File: src/rtl/core_bus_arbiter_pkg.sv
// Shared types for the core bus arbiter: master IDs, FSM states and the request payload.
package core_bus_arbiter_pkg;

  localparam int unsigned ADDR_W = 32;
  localparam int unsigned DATA_W = 32;
  localparam int unsigned SEL_W  = 4;

  localparam logic ARB_ID_M0 = 1'b0;
  localparam logic ARB_ID_M1 = 1'b1;

  typedef enum logic [1:0] {
    ST_IDLE    = 2'd0,
    ST_LOCK_M0 = 2'd1,
    ST_LOCK_M1 = 2'd2
  } arb_state_e;

  typedef struct packed {
    logic [ADDR_W-1:0] addr;
    logic [DATA_W-1:0] data;
    logic [SEL_W-1:0]  sel;
    logic              we;
  } bus_req_t;

endpackage

File: src/rtl/core_bus_arbiter_id_fifo.sv
// Outstanding-request ID FIFO (1 bit per entry); the head ID steers responses back in order.
module core_bus_arbiter_id_fifo #(
  parameter int unsigned DEPTH = 2
) (
  input  logic clk,
  input  logic rst_n,
  input  logic push,
  input  logic push_id,
  input  logic pop,
  output logic full,
  output logic empty,
  output logic head
);

  localparam int unsigned PTR_W = (DEPTH > 1) ? $clog2(DEPTH) : 1;
  localparam int unsigned CNT_W = $clog2(DEPTH + 1);
  localparam int unsigned MEM_N = 1 << PTR_W;

  logic [MEM_N-1:0] mem_q;
  logic [PTR_W-1:0] wr_ptr_q, rd_ptr_q;
  logic [CNT_W-1:0] count_q;
  logic             do_push, do_pop;

  function automatic logic [PTR_W-1:0] ptr_inc(input logic [PTR_W-1:0] p);
    return (p == PTR_W'(DEPTH - 1)) ? '0 : p + PTR_W'(1);
  endfunction

  assign full    = (count_q == CNT_W'(DEPTH));
  assign empty   = (count_q == '0);
  assign head    = mem_q[rd_ptr_q];
  assign do_push = push & ~full;
  assign do_pop  = pop & ~empty;

  always_ff @(posedge clk or negedge rst_n) begin
    if (!rst_n) begin
      mem_q    <= '0;
      wr_ptr_q <= '0;
      rd_ptr_q <= '0;
      count_q  <= '0;
    end else begin
      if (do_push) begin
        mem_q[wr_ptr_q] <= push_id;
        wr_ptr_q        <= ptr_inc(wr_ptr_q);
      end
      if (do_pop) rd_ptr_q <= ptr_inc(rd_ptr_q);
      case ({do_push, do_pop})
        2'b10:   count_q <= count_q + CNT_W'(1);
        2'b01:   count_q <= count_q - CNT_W'(1);
        default: count_q <= count_q;
      endcase
    end
  end

endmodule

File: src/rtl/core_bus_arbiter.sv
// 2-master to 1-slave bus arbiter: fixed priority dbus (M0) over ibus (M1) with a starvation
// escape for M1, pipelined requests and in-order response routing.
module core_bus_arbiter
  import core_bus_arbiter_pkg::*;
#(
  parameter int unsigned MAX_OUTST    = 2,
  parameter int unsigned STARVE_LIMIT = 4
) (
  input  logic              clk,
  input  logic              rst_n,
  input  logic [ADDR_W-1:0] m0_addr_i,
  input  logic [DATA_W-1:0] m0_data_i,
  input  logic [SEL_W-1:0]  m0_sel_i,
  input  logic              m0_we_i,
  input  logic              m0_req_valid_i,
  output logic              m0_req_ready_o,
  output logic [DATA_W-1:0] m0_data_o,
  output logic              m0_rsp_valid_o,
  input  logic              m0_rsp_ready_i,
  input  logic [ADDR_W-1:0] m1_addr_i,
  input  logic [DATA_W-1:0] m1_data_i,
  input  logic [SEL_W-1:0]  m1_sel_i,
  input  logic              m1_we_i,
  input  logic              m1_req_valid_i,
  output logic              m1_req_ready_o,
  output logic [DATA_W-1:0] m1_data_o,
  output logic              m1_rsp_valid_o,
  input  logic              m1_rsp_ready_i,
  output logic [ADDR_W-1:0] s_addr_o,
  output logic [DATA_W-1:0] s_data_o,
  output logic [SEL_W-1:0]  s_sel_o,
  output logic              s_we_o,
  output logic              s_req_valid_o,
  input  logic              s_req_ready_i,
  input  logic [DATA_W-1:0] s_data_i,
  input  logic              s_rsp_valid_i,
  output logic              s_rsp_ready_o
);

  localparam int unsigned STARVE_W = $clog2(STARVE_LIMIT + 1);

  arb_state_e          state_q, state_d;
  logic                arb_en_q;
  logic [STARVE_W-1:0] starve_q, starve_d;
  bus_req_t            m0_req, m1_req, win_req;
  logic                win_id, win_valid, force_m1, accept;
  logic                fifo_full, fifo_empty, head_id, rsp_ready_sel, pop;

  assign m0_req   = '{addr: m0_addr_i, data: m0_data_i, sel: m0_sel_i, we: m0_we_i};
  assign m1_req   = '{addr: m1_addr_i, data: m1_data_i, sel: m1_sel_i, we: m1_we_i};
  assign force_m1 = (starve_q == STARVE_W'(STARVE_LIMIT));

  // Grant: a locked state pins the owner, otherwise M0 wins unless M1 is being starved.
  always_comb begin
    win_id = ARB_ID_M0;
    case (state_q)
      ST_LOCK_M0: win_id = ARB_ID_M0;
      ST_LOCK_M1: win_id = ARB_ID_M1;
      default:    win_id = (m1_req_valid_i && (force_m1 || !m0_req_valid_i)) ? ARB_ID_M1 : ARB_ID_M0;
    endcase
  end

  // Grants stay off until the first clock after reset release, keeping all outputs quiet in reset.
  assign win_valid     = arb_en_q & ((win_id == ARB_ID_M1) ? m1_req_valid_i : m0_req_valid_i);
  assign win_req       = (win_id == ARB_ID_M1) ? m1_req : m0_req;
  assign s_req_valid_o = win_valid & ~fifo_full;
  assign accept        = s_req_valid_o & s_req_ready_i;

  assign s_addr_o = s_req_valid_o ? win_req.addr : '0;
  assign s_data_o = s_req_valid_o ? win_req.data : '0;
  assign s_sel_o  = s_req_valid_o ? win_req.sel  : '0;
  assign s_we_o   = s_req_valid_o & win_req.we;

  assign m0_req_ready_o = accept & (win_id == ARB_ID_M0);
  assign m1_req_ready_o = accept & (win_id == ARB_ID_M1);

  // Response demux follows the oldest outstanding ID.
  assign rsp_ready_sel  = (head_id == ARB_ID_M1) ? m1_rsp_ready_i : m0_rsp_ready_i;
  assign s_rsp_ready_o  = ~fifo_empty & rsp_ready_sel;
  assign m0_rsp_valid_o = s_rsp_valid_i & ~fifo_empty & (head_id == ARB_ID_M0);
  assign m1_rsp_valid_o = s_rsp_valid_i & ~fifo_empty & (head_id == ARB_ID_M1);
  assign m0_data_o      = m0_rsp_valid_o ? s_data_i : '0;
  assign m1_data_o      = m1_rsp_valid_o ? s_data_i : '0;
  assign pop            = s_rsp_valid_i & s_rsp_ready_o;

  // A presented but unaccepted request locks onto its master; accept or withdrawal returns to IDLE.
  always_comb begin
    state_d = ST_IDLE;
    if (s_req_valid_o && !s_req_ready_i) begin
      state_d = (win_id == ARB_ID_M1) ? ST_LOCK_M1 : ST_LOCK_M0;
    end
  end

  always_comb begin
    starve_d = starve_q;
    if (!arb_en_q || !m1_req_valid_i || (accept && (win_id == ARB_ID_M1))) begin
      starve_d = '0;
    end else if (!(win_valid && (win_id == ARB_ID_M1)) && !force_m1) begin
      starve_d = starve_q + STARVE_W'(1);
    end
  end

  always_ff @(posedge clk or negedge rst_n) begin
    if (!rst_n) begin
      state_q  <= ST_IDLE;
      starve_q <= '0;
      arb_en_q <= 1'b0;
    end else begin
      state_q  <= state_d;
      starve_q <= starve_d;
      arb_en_q <= 1'b1;
    end
  end

  core_bus_arbiter_id_fifo #(
    .DEPTH(MAX_OUTST)
  ) u_id_fifo (
    .clk    (clk),
    .rst_n  (rst_n),
    .push   (accept),
    .push_id(win_id),
    .pop    (pop),
    .full   (fifo_full),
    .empty  (fifo_empty),
    .head   (head_id)
  );

endmodule

File: config.mk
export PLATFORM = sky130hd
export DESIGN_NAME = core_bus_arbiter
export DESIGN_NICKNAME = d
export VERILOG_FILES = /design/src/rtl/core_bus_arbiter_pkg.sv /design/src/rtl/core_bus_arbiter_id_fifo.sv /design/src/rtl/core_bus_arbiter.sv
export SDC_FILE = /design/constraint.sdc
export NUM_CORES = 1
export LEC_CHECK = 0
export ABC_AREA = 1
export BUFFER_PORTS_ARGS = -buffer_cell sky130_fd_sc_hd__clkbuf_2
export CAP_MARGIN = 20
export CORE_AREA = 2 2 122 124
export CTS_BUF_LIST = sky130_fd_sc_hd__clkbuf_4
export CTS_CLUSTER_DIAMETER = 150
export CTS_CLUSTER_SIZE = 25
export DETAILED_ROUTE_END_ITERATION = 6
export DIE_AREA = 0 0 124 126
export PLACE_DENSITY = 0.56
export SLEW_MARGIN = 20
export SYNTH_ARGS = -nofsm -noshare
export SYNTH_HDL_FRONTEND = slang
export SYNTH_SLANG_ARGS = --single-unit
File: constraint.sdc
create_clock -name clk -period 2.35 [get_ports clk]
set_input_delay 0.3525 -clock clk [delete_from_list [all_inputs] [get_ports clk]]
set_output_delay 0.3525 -clock clk [all_outputs]
set_load 0.03 [all_outputs]
==> run_results.csv, run 1 <==
group,metric,value,unit
worst_setup_path,crit_chain,"ha_4, inv_2, nand2_4, nand2_4, a21oi_4, nand2_8, clkbuf_16, a21oi_2, buf_6",
power,ir_worst_vdd,0.0003039,V
sta,tns,-3.293,ns
route,drtIter0Drc,105,
sta,min_period,2.438,ns
placed_design,placed_cell_area,0.003904,mm^2
grt,grt_antenna_before_repair,0,
placed_design,gp_congestion,0.7780,
synth,syn-instance-count,433,
clocking,cts-buffers-inserted,3,
synth,ys_warn_count,0,
route,drt-total-wl,13360,um
grt,grt_pass1_vias,3515,
sta,setup_ws,-0.08762,ns
grt,overflow,0,
flow_run,maxCapViolCount,0,
layout,drive_above_1_share,0.5726,
worst_setup_path,cp.arrival,2.09,ns
route,dr.pass1.iters,4,
clocking,clk_pin_slew,0.07,ns
worst_setup_path,cp.required,2.00,ns
floorplan,die_h,126,um
clocking,clock-sinks,12,
power,finalPower,3.809,mW
clocking,clk_path_buf_depth,2,
power,p_leak,2.982,nW
sta,finClkSkew,0.006522,ns
worst_setup_path,crit_buf_inv,3,
grt,grt_pass1_wl,17300,um
clocking,clock_latency,0.28,ns
floorplan,initial_core_util,0.1506,
layout,postLayoutCellArea,0.005405,mm^2
hold_path,hold_class,"in -> reg",
run_status,violations,"negative setup slack",
clocking,cts_tree,"yes",
synth,synth_largest_area_cell,"nand2_1",
sta,fin_crit_sh,1.037,
layout,fill_cells,1524,
floorplan,rows,44,
placed_design,hpwl,9444,um
power,powerDensity,704.6,mW/mm^2
worst_setup_path,path_class,"reg -> out",
floorplan,num_io_pins,317,
synth,ys_top_cells_by_area,"nand2_1 28%, a21oi_1 16%, dfrtp_1 14%",
worst_setup_path,start_kind,"register",
sta,hold_viol,0,
worst_setup_path,critPathCaptureType,"output port",
synth,synth-seq-cells,12,
placed_design,io_buffers,316,
layout,synthToLayoutAreaGrowth,150.7,%
floorplan,die_w,124,um
synth,syn_area,0.002156,mm^2
floorplan,core-area,0.01431,mm^2
layout,register_area,301.5,um^2
layout,final_util,0.3776,
clocking,htree_levels,1,
route,wl_per_cell,14.18,um
grt,grt_max_degree,34,
worst_setup_path,crit_slowest_cell,"dfrtp_1",
route,ant_nets,0,
worst_setup_path,cp_top_family,"buffers and inverters",
synth,synth-seq-area-share,0.1393,
run_status,outcome,"finished, violations left",
sta,fmax,0.4102,GHz
layout,multi_input_area,0.002068,mm^2
placed_design,dpl_worst_slack,0.1258,ns
worst_setup_path,cpMostUsedCell,"nand2_4",
sta,slew_violations,0,
floorplan,dieArea,0.01562,mm^2
synth,ys_types,20,
layout,fin_cells,942,
route,drcViolationCount,0,
placed_design,dp.cells,916,
synth,syn_nets,615,
sta,setup_viol,64,
worst_setup_path,cp_max_fo,8,
clocking,root_buffer,"clkbuf_4",
synth,syn_avg_cell_area,4.979,um^2
layout,n_antenna_cell,0,
route,viasPerCell,4.203,
route,num_vias,3959,
sta,rsz0062_at_grt,"yes",
layout,nets,941,
synth,synth_top_area_frac,0.2838,
worst_setup_path,crit_path_max_incr_delay,0.40,ns
grt,grt_use_total,0.1389,
sta,whs,0.3473,ns
## cells by family (layout without fill, tap and decap cells)
family,count (synthesis),count (layout),share of synthesized area
adders and majority gates,4,4,0.02322
buffers and inverters,84,408,0.1828
AOI/OAI and AO/OA,72,72,0.1724
other,1,1,0.001739
xor gates and xnor gates,3,3,0.01219
and+or+nand+nor,257,258,0.4684
DFF,12,12,0.1393
## cell usage in the layout (no fill, tap or decap), types with 3 or more instances in the layout
cell,instances
ha_1,3
nor2_1,72
clkbuf_16,5
a21oi_1,10
buf_12,5
inv_2,3
clkbuf_4,6
dfrtp_1,11
buf_6,50
a21oi_4,38
nand4_1,5
nand2_2,7
clkbuf_2,243
buf_8,15
buf_4,19
a21oi_2,23
nand3_1,5
nand2_1,157
buf_16,5
inv_1,52
nand2_4,4
## sequential cells by signal (all words and copies together) (netlist names)
register            flops
u_id_fifo.mem_q         2
u_id_fifo.rd_ptr_q      1
starve_q                3
u_id_fifo.wr_ptr_q      1
state_q                 2
arb_en_q                1
u_id_fifo.count_q       2
## layout make-up
| cell class | instances | share of cell area |
|---|---|---|
| clock buffer | 3 | 0.004167 |
| clock inverter | 1 | 0.0006944 |
| inverter | 56 | 0.04120 |
| multi-input combinational | 338 | 0.3826 |
| sequential | 12 | 0.05579 |
| tap | 184 | 0.04259 |
| timing repair buffer | 347 | 0.4713 |
| timing repair inverter | 1 | 0.001620 |
## where the power goes
group / switching [mW] / leakage, nW / total, mW / internal (mW)
Sequential: 0.0447 / 0.153 / 0.311 / 0.267
Combinational: 2.10 / 2.81 / 3.36 / 1.26
Clock: 0.0727 / 0.0154 / 0.134 / 0.0616
## per-layer routing
layer  vias to the layer above  global-route usage  wire [um]  part of all wire
li1                       1972                   -          -                 -
met1                      1727              0.1459       4644              0.35
met2                       242              0.2760       7104              0.53
met3                        18             0.02400       1349              0.10
met4                         0             0.03701        257             0.019
met5                         -                   0          0                 0
## worst paths after layout
kind	start	end	slack, ns	cells past startpoint
max in group asynchronous	rst_n	u_id_fifo.count_q[0]	1.59	2
min reg2reg	u_id_fifo.mem_q[1]	u_id_fifo.mem_q[1]	0.48	2
max	state_q[1]	s_addr_o[7]	-0.09	9
min	s_req_ready_i	state_q[0]	0.35	2
min in group asynchronous	rst_n	starve_q[2]	0.49	2
max reg2reg	state_q[1]	u_id_fifo.count_q[1]	0.13	12
## synth_stat cells
cell type	instances
nor3_1	2
nand2_1	163
dfrtp_1	12
xnor2_1	1
a21oi_1	70
nor2_1	74
a21oi_4	1
nand4_1	5
xor2_1	2
nand2_2	6
buf_6	7
inv_2	3
nand3_1	5
nand3_2	1
buf_2	21
inv_1	53
nor2_2	1
o21ai_0	1
conb_1	1
ha_1	4
## repair_timing
item                       in CTS  in global routing
setup endpoints to repair      70                 95
gates resized for setup       136                207
buffers inserted                2                  6
pin swaps                       2                  6
hold buffers                    1                  0
cloned                          5                  8
hold endpoints to repair       12                  0
(Power assumes the default switching activity.)
==> inputs of run 2 (changes only) <==
--- a/config.mk
+++ b/config.mk
@@ -8,14 +8,15 @@
 export ABC_AREA = 1
 export BUFFER_PORTS_ARGS = -buffer_cell sky130_fd_sc_hd__clkbuf_2
 export CAP_MARGIN = 20
-export CORE_AREA = 2 2 122 124
+export CORE_AREA = 2 2 123 125
 export CTS_BUF_LIST = sky130_fd_sc_hd__clkbuf_4
 export CTS_CLUSTER_DIAMETER = 150
-export CTS_CLUSTER_SIZE = 25
+export CTS_CLUSTER_SIZE = 12
 export DETAILED_ROUTE_END_ITERATION = 6
-export DIE_AREA = 0 0 124 126
-export PLACE_DENSITY = 0.56
+export DIE_AREA = 0 0 125 127
+export PLACE_DENSITY = 0.57
 export SLEW_MARGIN = 20
 export SYNTH_ARGS = -nofsm -noshare
 export SYNTH_HDL_FRONTEND = slang
+export SYNTH_HIERARCHICAL = 1
 export SYNTH_SLANG_ARGS = --single-unit
==> run_results.csv, run 2 <==
group,metric,value,unit
layout,final_common_cell,"clkbuf_2",
synth,syn-instance-count,441,
power,p_int,1.692,mW
synth,synth_commonest_cells,"167 x nand2_1, 70 x nor2_1, 61 x a21oi_2",
floorplan,die_w,125,um
grt,grt_use_met3,0.03183,
sta,whs,0.3005,ns
synth,synth-edff-count,0,
layout,drive_above_1_share,0.6108,
synth,ys_warn_count,6,
sta,setup_ws,-0.08369,ns
floorplan,dieArea,0.01588,mm^2
clocking,clk_path_buf_depth,2,
route,ant_nets,0,
synth,async_flop_share,1.000,
grt,grt_antenna_before_repair,1,
layout,largest_reg_flops,3,
clocking,htree_levels,1,
sta,fmax,0.4109,GHz
sta,slew_violations,0,
route,drt-total-wl,16530,um
run_status,outcome,"finished, violations left",
floorplan,core-area,0.01442,mm^2
grt,grt_util_met2,0.2842,
run_status,violations,"negative setup slack",
synth,synth-seq-cells,12,
synth,ys_top_cells_by_area,"nand2_1 25%, a21oi_2 22%, dfrtp_1 12%",
layout,regMostFlops,"starve_q",
synth,synth_top_area_frac,0.2534,
grt,grt_max_degree,39,
floorplan,rows,44,
power,p_clk_frac,0.035,
synth,ys_types,21,
sta,min_period,2.434,ns
layout,fin_cells,979,
placed_design,dp.cells,927,
sta,rsz0062_at_grt,"yes",
placed_design,gp_congestion,0.8190,
layout,fill_cells,1449,
worst_setup_path,cp.required,2.00,ns
route,num_vias,4270,
layout,multi_input_area,0.002310,mm^2
placed_design,hpwl,10500,um
floorplan,die_h,127,um
route,viasPerCell,4.362,
worst_setup_path,cp_max_fo,8,
worst_setup_path,cp.arrival,2.08,ns
hold_path,hold_class,"in -> reg",
layout,nets,977,
synth,ys.flop_type,"dfrtp_1",
flow_run,maxCapViolCount,0,
clocking,clock_latency,0.28,ns
synth,synth_largest_area_cell,"nand2_1",
grt,busiest_layer,"met2",
sta,hold_viol,0,
layout,final_cell_mix,"242 x clkbuf_2, 157 x nand2_1, 69 x nor2_1",
worst_setup_path,critPathCaptureType,"output port",
synth,yosysMostFrequentCell,"nand2_1",
layout,register_area,300.3,um^2
power,ir_worst_vdd,0.0002271,V
placed_design,io_buffers,316,
grt,gr-usage-met1,0.1609,
floorplan,num_io_pins,317,
clocking,cts-buffers-inserted,3,
clocking,clock-sinks,12,
power,switching_share,0.5716,
clocking,clk_pin_slew,0.08,ns
clocking,cts_tree,"yes",
grt,grt_use_total,0.1486,
synth,syn_nets,623,
power,p_leak,3.256,nW
route,drtIter0Drc,117,
route,wl_per_cell,16.89,um
grt,grt_pass1_wl,19160,um
synth,syn_area,0.002474,mm^2
power,powerDensity,644.8,mW/mm^2
grt,grt_pass1_vias,3745,
route,dr.pass1.iters,4,
worst_setup_path,path_class,"reg -> out",
worst_setup_path,start_kind,"register",
sta,setup_viol,60,
power,pwr-share-comb,0.887,
floorplan,initial_core_util,0.1715,
synth,synth-seq-area-share,0.1214,
sta,finClkSkew,0.008260,ns
route,drcViolationCount,0,
power,seqPwrFrac,0.078,
sta,fin_crit_sh,1.036,
clocking,root_buffer,"clkbuf_4",
layout,synthToLayoutAreaGrowth,147.5,%
grt,overflow,0,
synth,syn_avg_cell_area,5.609,um^2
power,switching_power,2.257,mW
## run 2: cell families after synthesis
| logic type | after synthesis | share of synthesized area |
|---|---|---|
| other | 1 | 0.001516 |
| xor gates and xnor gates | 1 | 0.003541 |
| buffers and inverters | 87 | 0.1831 |
| adders and majority gates | 4 | 0.02023 |
| DFF | 12 | 0.1214 |
| and+or+nand+nor | 266 | 0.4360 |
| AOI/OAI and AO/OA | 70 | 0.2342 |
## run 2: routing by layer
| layer | part of all wire | vias to the layer above |
|---|---|---|
| li1 | - | 2051 |
| met1 | 0.36 | 1924 |
| met2 | 0.53 | 259 |
| met3 | 0.083 | 36 |
| met4 | 0.026 | 0 |
| met5 | 0 | - |
## run 2: critical path: stages, from the launching register on
cell and delay (ns):
dfrtp_1 0.41, ha_4 0.31, inv_4 0.05, nand2_8 0.08, nand2_4 0.05, a21oi_4 0.17, buf_6 0.14, nand2_8 0.09
clkbuf_16 0.20, a21oi_2 0.13, clkbuf_8 0.18
## run 2: cell type report
| cell class | count | area share |
|---|---|---|
| Timing Repair Buffer | 372 | 0.4886 |
| Multi-Input combinational cell | 346 | 0.3772 |
| Sequential cell | 12 | 0.04904 |
| Inverter | 58 | 0.03882 |
| Tap cell | 184 | 0.03760 |
| Timing Repair inverter | 2 | 0.004087 |
| Clock buffer | 3 | 0.003678 |
| Clock inverter | 1 | 0.0006130 |
| Antenna cell | 1 | 0.0004087 |
## run 2: path summary, 6_finish.rpt
kind                       cells after the start  slack, ns               start                   end
max                                           10      -0.08          state_q[1]          s_data_o[16]
min                                            2       0.30       s_req_ready_i            state_q[0]
max reg2reg                                   14       0.20          state_q[1]  u_id_fifo/count_q[1]
min reg2reg                                    2       0.48  u_id_fifo/mem_q[0]    u_id_fifo/mem_q[0]
max in group asynchronous                      2       1.61               rst_n  u_id_fifo/count_q[0]
min in group asynchronous                      2       0.49               rst_n           starve_q[1]
## run 2: timing repair
item,CTS,global route
hold endpoints to repair,12,0
gates resized for setup,130,204
gates cloned,4,21
setup buffers,7,14
endpoints found under the setup margin,115,103
hold buffers,1,0
pin swaps,2,13
## run 2: per-stage QoR
stage | utilization | setup TNS, ns | setup slack, ns | power (mW) | area, um^2
6_report | 0.4245 | -2.076 | -0.08369 | 3.948 | 6123
5_1_grt | 0.4245 | -5.816 | -0.1347 | 4.159 | 6123
4_1_cts | 0.3390 | -1.410 | -0.07190 | 3.247 | 4890
3_5_place_dp | 0.2926 | 0 | 0.1117 | 2.756 | 4220
3_3_place_gp | 0.2926 | 0 | 0.1114 | 2.754 | 4220
2_1_floorplan | - | -14.04 | -0.2322 | 2.028 | 2474
## run 2: power groups by stage
stage          Sequential [mW]  Combinational (mW)  Clock (mW)
2_1_floorplan            0.301                1.73           0
4_1_cts                  0.306                2.80       0.139
3_5_place_dp             0.309                2.45           0
5_1_grt                  0.315                3.69       0.151
3_3_place_gp             0.309                2.44           0
6_report                 0.307                3.50       0.140
